`src/rtl/hdsiso_mux_scan.sv`:
```
// Registered N:1 word multiplexer with static, auto-scan, one-shot sweep and freeze modes.
// Feeds the serialiser shift stage; dout_ch/dout_stb tag which channel each word came from.
module hdsiso_mux_scan #(
  parameter int WIDTH    = 8,
  parameter int CHANNELS = 8,
  parameter int DWELL_W  = 4,
  localparam int CW      = $clog2(CHANNELS)
) (
  input  logic                      clk,
  input  logic                      rst,
  input  logic [CHANNELS*WIDTH-1:0] din,
  input  logic [CW-1:0]             sel_in,
  input  logic [1:0]                mode,
  input  logic [DWELL_W-1:0]        dwell,
  input  logic                      start,
  output logic [WIDTH-1:0]          dout,
  output logic [CW-1:0]             dout_ch,
  output logic                      dout_stb,
  output logic                      busy,
  output logic                      done
);

  typedef enum logic [1:0] {
    MODE_STATIC = 2'b00,
    MODE_SCAN   = 2'b01,
    MODE_SWEEP  = 2'b10,
    MODE_FREEZE = 2'b11
  } mode_t;

  typedef enum logic {
    IDLE  = 1'b0,
    SWEEP = 1'b1
  } state_t;

  localparam logic [CW:0]   CH_LIM  = CHANNELS[CW:0];
  localparam logic [CW-1:0] LAST_CH = CW'(CHANNELS - 1);

  state_t               state, state_n;
  logic [CW-1:0]        ch, ch_n, ch_inc;
  logic [DWELL_W-1:0]   cnt, cnt_n, cnt_inc;
  logic [1:0]           mode_q;
  logic                 mode_chg;
  logic                 dwell_hit;
  logic                 done_n;
  logic [WIDTH-1:0]     sel_word;

  // Word mux; ch never leaves 0..CHANNELS-1, so the '0 default is never selected.
  always_comb begin
    // NOTE: every combinational output gets a default first so no path infers a latch.
    sel_word = '0;
    for (int k = 0; k < CHANNELS; k++) begin
      if (ch == CW'(k)) sel_word = din[k*WIDTH +: WIDTH];
    end
  end

  always_comb begin
    state_n   = state;
    ch_n      = ch;
    cnt_n     = cnt;
    done_n    = 1'b0;
    mode_chg  = (mode != mode_q);
    dwell_hit = (cnt == dwell);
    ch_inc    = (ch == LAST_CH) ? '0 : ch + 1'b1;
    cnt_inc   = cnt + 1'b1;

    case (mode_t'(mode))
      MODE_STATIC: begin
        state_n = IDLE;
        cnt_n   = '0;
        if ({1'b0, sel_in} < CH_LIM) ch_n = sel_in;
      end

      MODE_SCAN: begin
        state_n = IDLE;
        if (mode_chg) begin
          cnt_n = '0;
        end else if (dwell_hit) begin
          cnt_n = '0;
          ch_n  = ch_inc;
        end else begin
          cnt_n = cnt_inc;
        end
      end

      MODE_SWEEP: begin
        case (state)
          IDLE: begin
            cnt_n = '0;
            // A start landing on the done cycle must not retrigger the sweep.
            if (start && !done) begin
              ch_n    = '0;
              state_n = SWEEP;
            end
          end
          SWEEP: begin
            if (dwell_hit) begin
              cnt_n = '0;
              if (ch == LAST_CH) begin
                state_n = IDLE;
                done_n  = 1'b1;
              end else begin
                ch_n = ch_inc;
              end
            end else begin
              cnt_n = cnt_inc;
            end
          end
          default: state_n = IDLE;
        endcase
      end

      MODE_FREEZE: begin
        state_n = IDLE;
        if (mode_chg) cnt_n = '0;
      end

      default: state_n = IDLE;
    endcase
  end

  always_ff @(posedge clk or posedge rst) begin
    if (rst) begin
      state <= IDLE;
    end else begin
      // NOTE: registered state uses non-blocking assignments so all flops update from pre-edge values.
      state <= state_n;
    end
  end

  // Leaving sweep mode drops state to IDLE, which clears busy without a done pulse.
  always_ff @(posedge clk or posedge rst) begin
    if (rst) begin
      ch       <= '0;
      cnt      <= '0;
      mode_q   <= 2'b00;
      dout     <= '0;
      dout_ch  <= '0;
      dout_stb <= 1'b0;
      busy     <= 1'b0;
      done     <= 1'b0;
    end else begin
      ch       <= ch_n;
      cnt      <= cnt_n;
      mode_q   <= mode;
      dout     <= sel_word;
      dout_ch  <= ch;
      dout_stb <= (ch != dout_ch);
      busy     <= (state_n == SWEEP);
      done     <= done_n;
    end
  end

endmodule

```
`config.mk`:
```
export PLATFORM = sky130hd
export DESIGN_NAME = hdsiso_mux_scan
export DESIGN_NICKNAME = d
export VERILOG_FILES = /design/src/rtl/hdsiso_mux_scan.sv
export SDC_FILE = /design/constraint.sdc
export NUM_CORES = 1
export LEC_CHECK = 0
export ABC_AREA = 1
export BUFFER_PORTS_ARGS = -buffer_cell sky130_fd_sc_hd__buf_2
export CAP_MARGIN = 20
export CORE_MARGIN = 2
export CORE_UTILIZATION = 45
export CTS_CLUSTER_SIZE = 20
export DETAILED_ROUTE_END_ITERATION = 12
export PLACE_DENSITY = 0.79
export SETUP_SLACK_MARGIN = 0.15
export SYNTH_ARGS = -nofsm -noshare
export SYNTH_HDL_FRONTEND = slang
export SYNTH_SLANG_ARGS = --single-unit
```
`constraint.sdc`:
```
create_clock -name clk -period 5.4 [get_ports clk]
set_input_delay 0.54 -clock clk [delete_from_list [all_inputs] [get_ports clk]]
set_output_delay 0.54 -clock clk [all_outputs]
set_load 0.005 [all_outputs]
```
Word level (Yosys, flattened, before mapping)
Cells that the tools add are included.
{"block": "word_totals", "register_bits": 23, "output_inout_bits": 14, "in_bits": 76}
{"block": "op_classes", "eq_ne": 19, "bitwise": 1, "mux": 30, "reduce_logical": 7, "add_sub_neg": 2}
{"op": "$mux W8", "n": 8}
{"op": "$mux W3", "n": 6}
{"op": "$pmux W4 S4", "n": 1}
{"op": "$eq A3 B3 Y1 const B", "n": 4}
{"op": "$mux W4", "n": 3}
{"op": "$ne A3 B3 Y1 const B", "n": 3}
{"op": "$pmux W3 S3", "n": 1}
{"op": "$pmux W4 S2", "n": 1}
{"op": "$mux W1", "n": 7}
{"op": "$eq A3 B2 Y1 const B", "n": 2}
{"op": "$ne A2 B2 Y1 const B", "n": 3}
{"op": "$pmux W3 S2", "n": 1}
{"op": "$reduce_and A6 Y1", "n": 1}
{"op": "$add A4 B1 Y4 const B", "n": 1}
{"op": "$eq A2 B2 Y1 const B", "n": 2}
{"op": "$eq A4 B4 Y1", "n": 1}
{"op": "$pmux W1 S2", "n": 2}
{"op": "$add A3 B1 Y3 const B", "n": 1}
{"op": "$eq A3 B1 Y1 const B", "n": 1}
{"op": "$logic_not A3 Y1", "n": 1}
{"op": "$ne A3 B3 Y1", "n": 1}
{"op": "$reduce_bool A3 Y1", "n": 1}
{"op": "$reduce_or A3 Y1", "n": 1}
{"op": "$eq A2 B1 Y1 const B", "n": 1}
{"op": "other kinds (5)", "n": 5}

Logic depth before layout (Yosys ltp)
Gate-level depths: netlist of run 1.
{"block": "depth", "word_depth": 9, "depth_mapped": 14, "mapped_depth_nobuf": 14}

Worst setup path before layout of run 1
Ideal clock, no wire load.
{"block": "synth_path", "path_type": "register -> register", "start": "register ch[0]", "end": "register dout[3]", "path_buffers": 1, "setup_slack_ps": 3681, "arrival_time_ps": 1602, "stages_incl_launch_ff": 12, "setup_ps": 116, "cell_sequence": "dfrtp_1 > ha_1 > ha_1 > inv_1 > clkbuf_1 > nand3_1 > nand2_1 > nand2_1 > nand2_1 > nand2_1 > nand2_1 > nand2_1"}
{"block": "synth_via", "elab_chain_cells": 9, "word_cells_on_any_way": 16, "classes_between": "eq/ne (7); mux (8); reduce/logical (1)"}
{"item": "from (decl)", "line_no": "39", "rtl": "logic [CW-1:0] ch, ch_n, ch_inc;"}
{"item": "from (signal assigned)", "line_no": "142", "rtl": "ch <= ch_n;"}
{"item": "$logic_not A3 Y1", "line_no": "52", "rtl": "if (ch == CW'(k)) sel_word = din[k*WIDTH +: WIDTH];"}
{"item": "$mux W8 (7 in a row)", "line_no": "52"}
{"item": "$mux W8 *", "line_no": "52"}
{"item": "named net sel_word[3]", "line_no": "45", "rtl": "logic [WIDTH-1:0] sel_word;"}
{"item": "to (signal assigned)", "line_no": "145", "rtl": "dout <= sel_word;"}
{"item": "to (decl)", "line_no": "16", "rtl": "output logic [WIDTH-1:0] dout,"}
Mark *: on every way through the listed nets, which the timed path passes. The rest lies on a longest branch.
A chain may end at the register's enable or synchronous reset.

Final worst setup path of run 1
{"block": "layout_path", "start": "register ch[0]", "end": "register ch[2]"}
{"block": "layout_via", "elab_chain_cells": 6, "word_cells_on_any_way": 11, "classes_between": "add/sub (1); eq/ne (2); mux (7); reduce/logical (1)"}
{"item": "$add A3 B1 Y3 or $eq A3 B3 Y1 (tied branches)", "line_no": "63, 98"}
{"item": "$mux W3", "line_no": "63", "rtl": "ch_inc = (ch == LAST_CH) ? '0 : ch + 1'b1;"}
{"item": "$mux W3", "line_no": "98", "rtl": "if (ch == LAST_CH) begin"}
{"item": "$mux W3", "line_no": "96", "rtl": "if (dwell_hit) begin"}
{"item": "$pmux W3 S2", "line_no": "86", "rtl": "case (state)"}
{"item": "$pmux W3 S3", "line_no": "66", "rtl": "case (mode_t'(mode))"}
Parallel ways exist; a longest one is shown, timed or not. The select of a mux whose other input is x is not followed.

==> metrics.cfg, run 1 <==
[cells_and_area]
fillerInstances = 373
mostFrequentLayoutCells = nand2_1, buf_2, nor2_1, inv_1, dfrtp_1
drive_gt1_share_pct = 26.79
instances_no_fill = 427
num-nets-final = 465
layout.cells.most_common = nand2_1
area_delta_synth_final_pct = 28.32
n_antenna_cell = 0

[synth]
netlist_instances = 289
postSynthAreaPerCell_um2 = 6.330
ys_warn_count = 0
yosysSeqAreaShare_pct = 31.46
synth_nets = 376
ys_ff_latch = 23
syn-cell-area_um2 = 1829
synth.distinct_cells = 25

[power_and_ir_drop]
leakage_nw = 1.431
pwr_density_cell_nw_per_um2 = 283.9
total_power_mw = 0.6665
ir_drop_v = 0.0001389

[timing]
hold_slack_ps = 426.5
hold_viol_final = 0
fmax_mhz = 496.6
clock_skew_ps = 2.654
min_period_ps = 2014
grt_setup_unrepaired = false
setup_viol = 0
maxSlewViolCount = 0
tns_ps = 0
min_period_over_period_pct = 37.29
worst_slew_pin_slew_ps = 838.8
slew_headroom_pct = 44.02

[run]
drv_cap = 0

[floorplanning]
core_area_um2 = 3943
die_w_um = 67.76
rows = 23
die_y_um = 67.76
start_util_pct = 46.40
dieArea_um2 = 4591
io_pins = 90

[hold_path]
hold_class = in -> async

[routing]
viasPerCell = 4.700
vias = 2007
final_antenna_net_count = 0
post-route-drc-count = 0
wire_per_inst_um = 10.78
drt_pass1_iterations = 4
routed_wirelength_um = 4603
drtIter0Drc = 118

[global_route]
grt_pass1_vias = 1803
antenna_found_initial = 0
grt_pass1_wl_um = 7320
overflow = 0
grt_max_degree = 24
grt_usage_pct = 21.19

[worst_setup_path]
path_max_fanout = 15
worst-path-buf-inv = 1
crit_path_start_kind = register
cp-end-kind = register
arrival_ps = 2170
worst-setup-path-type = reg -> reg
cp_cell_sequence = ha_1 -> ha_1 -> nand2_1 -> inv_1 -> o21ai_0 -> nand4_1 -> nand2_1 -> o21ai_0
critPathMaxStageDelay_ps = 470
cpLargestDelayFamily = adder cells
cp.required_ps = 5560
cp_slowest_cell = dfrtp_1

[clock_network]
clk_latency_ps = 270
cts_resized = 0
cts_max_level = 1
cts_hold_buf = 0
clk_pin_slew_ps = 80
post_cts_buffers = 0
clkSinkCount = 23
cts_tree = yes
cts_root_buffer = clkbuf_8
numCtsBuffers = 3
cts_buffer_depth = 2

[place]
placedCellCount = 423
gp_congestion = 0.8890
port_buffers = 89
place_hpwl_um = 3769

[run_status]
status = completed

==> flip-flops by register name, summed over array words and instances, names as in the netlist <==
signal    flops
dout          8
dout_stb      1
dout_ch       3
busy          1
cnt           4
done          1
mode_q        2
ch            3
==> worst paths after layout <==
check                                  end  depth (start not counted)  slack [ps]  startpoint
min in group clk                 mode_q[0]                          1         450     mode[0]
worst max-delay path                 ch[2]                          8        3390       ch[0]
max in group asynchronous         dout_stb                          2        4460         rst
worst max register to register       ch[2]                          8        3390       ch[0]
worst min-delay path                  done                          2         430         rst
worst min register to register  dout_ch[1]                          0         510       ch[1]
==> kinds of logic after synthesis <==
family | share of synthesized area, %
flops | 31.46
buf+inv | 9.234
xor+xnor | 5.267
fa+ha+maj | 7.524
simple gates | 42.68
compound gates | 3.830
==> cells in the mapped netlist <==
| master | n | area [um^2] |
|---|---|---|
| or2_0 | 1 | 6.260 |
| nand2_1 | 117 | 439.2 |
| nor2_1 | 43 | 161.4 |
| a21oi_1 | 4 | 20.02 |
| buf_6 | 2 | 22.52 |
| nor3_1 | 1 | 5.000 |
| nor3b_2 | 1 | 12.51 |
| clkinv_1 | 1 | 3.750 |
| clkbuf_1 | 2 | 7.510 |
| o21ai_0 | 7 | 35.03 |
| inv_4 | 1 | 6.260 |
| nand3b_1 | 1 | 7.510 |
| xnor2_1 | 6 | 52.55 |
| inv_2 | 1 | 3.750 |
| nand3_1 | 20 | 100.1 |
| buf_2 | 1 | 5.000 |
| a22oi_1 | 2 | 15.01 |
| nand2_2 | 2 | 12.51 |
| or2_2 | 3 | 18.77 |
| ha_1 | 11 | 137.6 |
| xor2_1 | 5 | 43.79 |
| dfrtp_1 | 23 | 575.6 |
| nor2_4 | 1 | 11.26 |
| inv_1 | 32 | 120.1 |
| nand4_1 | 1 | 6.260 |
==> layout make-up <==
class                      instances  area [um^2]  share of cell area (%)
clock buffer                       4        45.04                   1.919
timing repair buffer              89        445.4                   18.98
multi-input combinational        226         1085                   46.22
tap                               50        62.56                   2.665
inverter                          35        133.9                   5.704
sequential                        23        575.6                   24.52
==> power by group <==
group / internal, mW / leakage, nW / switching, mW
registers: 0.217 / 0.291 / 0.0290
logic: 0.135 / 1.12 / 0.176
clock network: 0.0528 / 0.0228 / 0.0558
==> worst reg2reg max path: cells and delay by family (launching register included) <==
family	cells	cell delay [ps]
compound gates	2	270
simple gates	3	480
buf+inv	1	60
flops	1	470
fa+ha+maj	2	610
==> stage by stage <==
stage	util [%]	cell area (um^2)	setup WS, ps
floorplan	-	1829	3681
global placement	58.39	2302	3505
detailed placement	58.39	2302	3396
CTS	59.54	2347	3375
global route	59.54	2347	3234
finish	59.54	2347	3386
==> layer usage <==
layer	global-route usage, %	up-vias	share of wire, %
met5	0	-	0
met4	8.673	0	2.2
met3	4.333	9	6.6
met2	37.01	60	49
met1	25.13	888	42
li1	-	1050	-
(Power assumes the default switching activity.)
==> run 2: changes to the inputs <==
Settings changed: ABC_AREA 1 to 0, PLACE_DENSITY 0.79 to 0.8.
Clock period 5.4 ns to 1.9 ns, I/O delays scaled along.
==> run 2 against run 1 <==
Against the previous run: area after synthesis shrank 6.8%; cell area grew 6.1%; clock power grew to 2.9 times the previous value; via count shrank 4.2%; core utilization grew 8.5 points; flip-flop and latch count is the same; first-iteration DRC count grew 29%; non-clock buffer count grew 17; synthesized cell count shrank 29%; critical path depth shrank 1; count of clock-buffer cells in the layout shrank 1; sequential power grew to 2.7 times the previous value; largest cell class unchanged.
==> metrics.cfg, run 2 <==
[floorplanning]
start_util_pct = 46.58  ; +0.18 points
core_area_um2 = 3661  ; -7.1%
die_y_um = 65.56  ; -3.2%
die_w_um = 65.56  ; -3.2%
io_pins = 90  ; unchanged
dieArea_um2 = 4298  ; -6.4%
rows = 22  ; -4.3%

[synth]
synthAdderAreaFrac_pct = 8.070  ; +0.55 points
netlist.area_leader.share_pct = 33.75  ; +2.3 points
synth-simple-area-share_pct = 18.56  ; -24 points
synth.distinct_cells = 33  ; +32%
yosys-mux-area-fraction_pct = 2.935  ; +2.9 points
postSynthAreaPerCell_um2 = 8.360  ; +32%
yosysSeqAreaShare_pct = 33.75  ; +2.3 points
synth_compound_area_share_pct = 25.02  ; +21 points
synth_area_leaders = dfrtp_1, ha_1, o21ai_0
async_flop_share_pct = 100.0  ; unchanged
ys_warn_count = 0  ; unchanged
synth-xor-area-share_pct = 5.136  ; -0.13 points
yosysMostFrequentCell = dfrtp_1
netlist_instances = 204  ; -29%
synth_top_family_by_area = compound AO/OA/AOI/OAI gates
synth_flop_cell = dfrtp_1
ys_ff_latch = 23  ; unchanged
synth_nets = 291  ; -23%
synth_area_leader_cell = dfrtp_1
synthTopCellsByCount = dfrtp_1, nand2_1, o21ai_0, nor2_1, nor2b_1
synth_edf_count = 0  ; unchanged
syn-cell-area_um2 = 1705  ; -6.8%

[routing]
drt_pass1_iterations = 5  ; +1
drtIter0Drc = 152  ; +29%
wire_per_inst_um = 14.75  ; +37%
post-route-drc-count = 0  ; unchanged
final_antenna_net_count = 0  ; unchanged
viasPerCell = 5.460  ; +16%
routed_wirelength_um = 5191  ; +13%
vias = 1922  ; -4.2%

[place]
placedCellCount = 342  ; -19%
port_buffers = 89  ; unchanged
place_hpwl_um = 3842  ; +1.9%
gp_congestion = 0.9340  ; +5.1%

[cells_and_area]
final_util_pct = 68.01  ; +8.5 points
top_regs = dout (8), cnt (4)
seq_area_um2 = 576.8  ; +0.22%
mostFrequentLayoutCells = buf_2, dfrtp_1, nand2_1, o21ai_0, nor2_1
top_register = dout
fillerInstances = 284  ; -24%
multiInputGateArea_um2 = 1160  ; +6.9%
layout.cells.most_common = buf_2
area_delta_synth_final_pct = 46.00
largest_register_ff_count = 8  ; unchanged
drive_gt1_share_pct = 43.56  ; +17 points
instances_no_fill = 352  ; -18%
num-nets-final = 391  ; -16%

[clock_network]
cts_root_buffer = clkbuf_8
cts_tree = yes
clk_pin_slew_ps = 90  ; about the same
clkSinkCount = 23  ; unchanged
numCtsBuffers = 3  ; unchanged
cts_max_level = 1  ; unchanged
cts_buffer_depth = 2  ; unchanged
clk_latency_ps = 270  ; about the same

[power_and_ir_drop]
swShare_pct = 37.96  ; -1.2 points
power_frac_clock_pct = 14.4  ; -1.9 points
ir_drop_v = 0.0004230  ; +200%
pwr_density_cell_nw_per_um2 = 867.1  ; +210%
leakage_nw = 1.166  ; -19%
cellInternalPower_mw = 1.339  ; +230%
pwr-share-seq_pct = 31.3  ; -5.7 points
combPwrFrac_pct = 54.3  ; +7.6 points
p_sw_mw = 0.8196  ; +210%

[worst_setup_path]
cp.required_ps = 2040  ; -3520 ps
cpLargestDelayFamily = compound AO/OA/AOI/OAI gates
cp_cell_sequence = buf_6 -> ha_4 -> buf_4 -> a221oi_1 -> o311ai_2 -> a21oi_1 -> o21ai_1
reg2reg_from = ch[0]
arrival_ps = 1970  ; -200 ps
cp_slowest_cell = dfrtp_2
path_max_fanout = 5  ; -10
worst-path-buf-inv = 2  ; +1
cp-end-kind = register
rrSetupSlack_ps = 60  ; -3320 ps
worst-setup-path-type = reg -> reg
worst_r2r_path_depth = 7  ; -1
r2r-end = dout[0]
crit_path_start_kind = register
critPathMaxStageDelay_ps = 470  ; about the same

[global_route]
grt_pass1_vias = 1723  ; -4.4%
grt_pass1_wl_um = 7797  ; +6.5%
overflow = 0  ; unchanged
antenna_found_initial = 1  ; +1
grt_usage_pct = 23.52  ; +2.3 points
grt_max_degree = 24  ; unchanged

[hold_path]
worst_hold_startpoint = mode[0]
hold_class = in -> reg
hold_depth = 1
hold_end = mode_q[0]

[timing]
hold_slack_ps = 97.58  ; -328.9 ps
min_period_over_period_pct = 96.63  ; +59 points
min_period_ps = 1836  ; -177.9 ps
hold_viol_final = 0  ; unchanged
setup_viol = 0  ; unchanged
worst_slew_pin_slew_ps = 437.5  ; -401.4 ps
clock_skew_ps = 6.182  ; +3.529 ps
grt_setup_unrepaired = true
slew_headroom_pct = 70.73  ; +27 points
fmax_mhz = 544.7  ; +9.7%
maxSlewViolCount = 0  ; unchanged

[run]
drv_cap = 0  ; unchanged

[run_status]
status = completed

run 2: layout make-up:
type | instances | share of cell area [%]
diodes | 1 | 0.1005
clock buffers | 3 | 1.658
clock inverters | 1 | 0.2010
inverters | 12 | 1.809
multi-input cells | 158 | 46.58
flip-flops and latches | 23 | 23.17
well taps | 48 | 2.412
repair buffers | 106 | 24.07
run 2: worst reg2reg max path: cells and delay by family, from the launching register on:
family | cells | cell delay (ps)
AO/OA/AOI/OAI | 4 | 770
adder cells (fa/ha/maj) | 1 | 180
buffers and inverters | 2 | 290
flip-flops | 1 | 470
run 2: per-stage QoR:
step / worst slack, ps / power [mW] / cell area [um^2] / TNS, ps
final: 64.08 / 2.159 / 2490 / 0
after global routing: 22.34 / 2.288 / 2490 / 0
after floorplan: 153.6 / 1.278 / 1705 / 0
after detailed placement: -25.80 / 1.621 / 2235 / -70.39
after CTS: 144.5 / 2.030 / 2386 / 0
after global placement: 3.474 / 1.591 / 2235 / 0
run 2: worst max path at each step:
stage                     slack [ps]  depth (start not counted)      end  start
final                             60                          7  dout[0]  ch[0]
after global routing              20                          7  dout[0]  ch[0]
after CTS                        140                          7  dout[3]  ch[0]
after detailed placement         -30                          6  dout[6]  ch[0]
after global placement             3                          6  dout[3]  ch[0]
after floorplan                  150                          6  dout[0]  ch[2]
run 2: kinds of logic (layout without fill, tap and decap cells):
logic type               Yosys count  count (layout)
multiplexers                       5               5
adder cells (fa/ha/maj)           11              11
buffers and inverters             23             122
flip-flops                        23              23
other                              0               1
XOR/XNOR                          10              10
AO/OA/AOI/OAI                     67              67
AND/OR/NAND/NOR                   65              65
run 2: timing repair:
item / 4_1_cts / 5_1_grt
gates cloned: 0 / 0
hold endpoints to repair: 23 / 0
buffers inserted: 2 / 2
hold buffers: 1 / 0
endpoints found under the setup margin: 8 / 8
gates resized for setup: 17 / 15
pin swaps: 4 / 19
run 2: power groups by stage:
stage	combinational, mW	clock, mW	sequential (mW)
after global placement	0.917	0	0.674
after floorplan	0.589	0	0.690
after global routing	1.27	0.329	0.691
final	1.17	0.311	0.676
after detailed placement	0.943	0	0.679
after CTS	1.05	0.315	0.670
run 2: per-layer routing:
| metal | global-route usage [%] | share of wire, % |
|---|---|---|
| met1 | 29.36 | 38 |
| met2 | 41.58 | 53 |
| met3 | 2.568 | 7.4 |
| met4 | 8.854 | 2.0 |
| met5 | 0 | 0 |
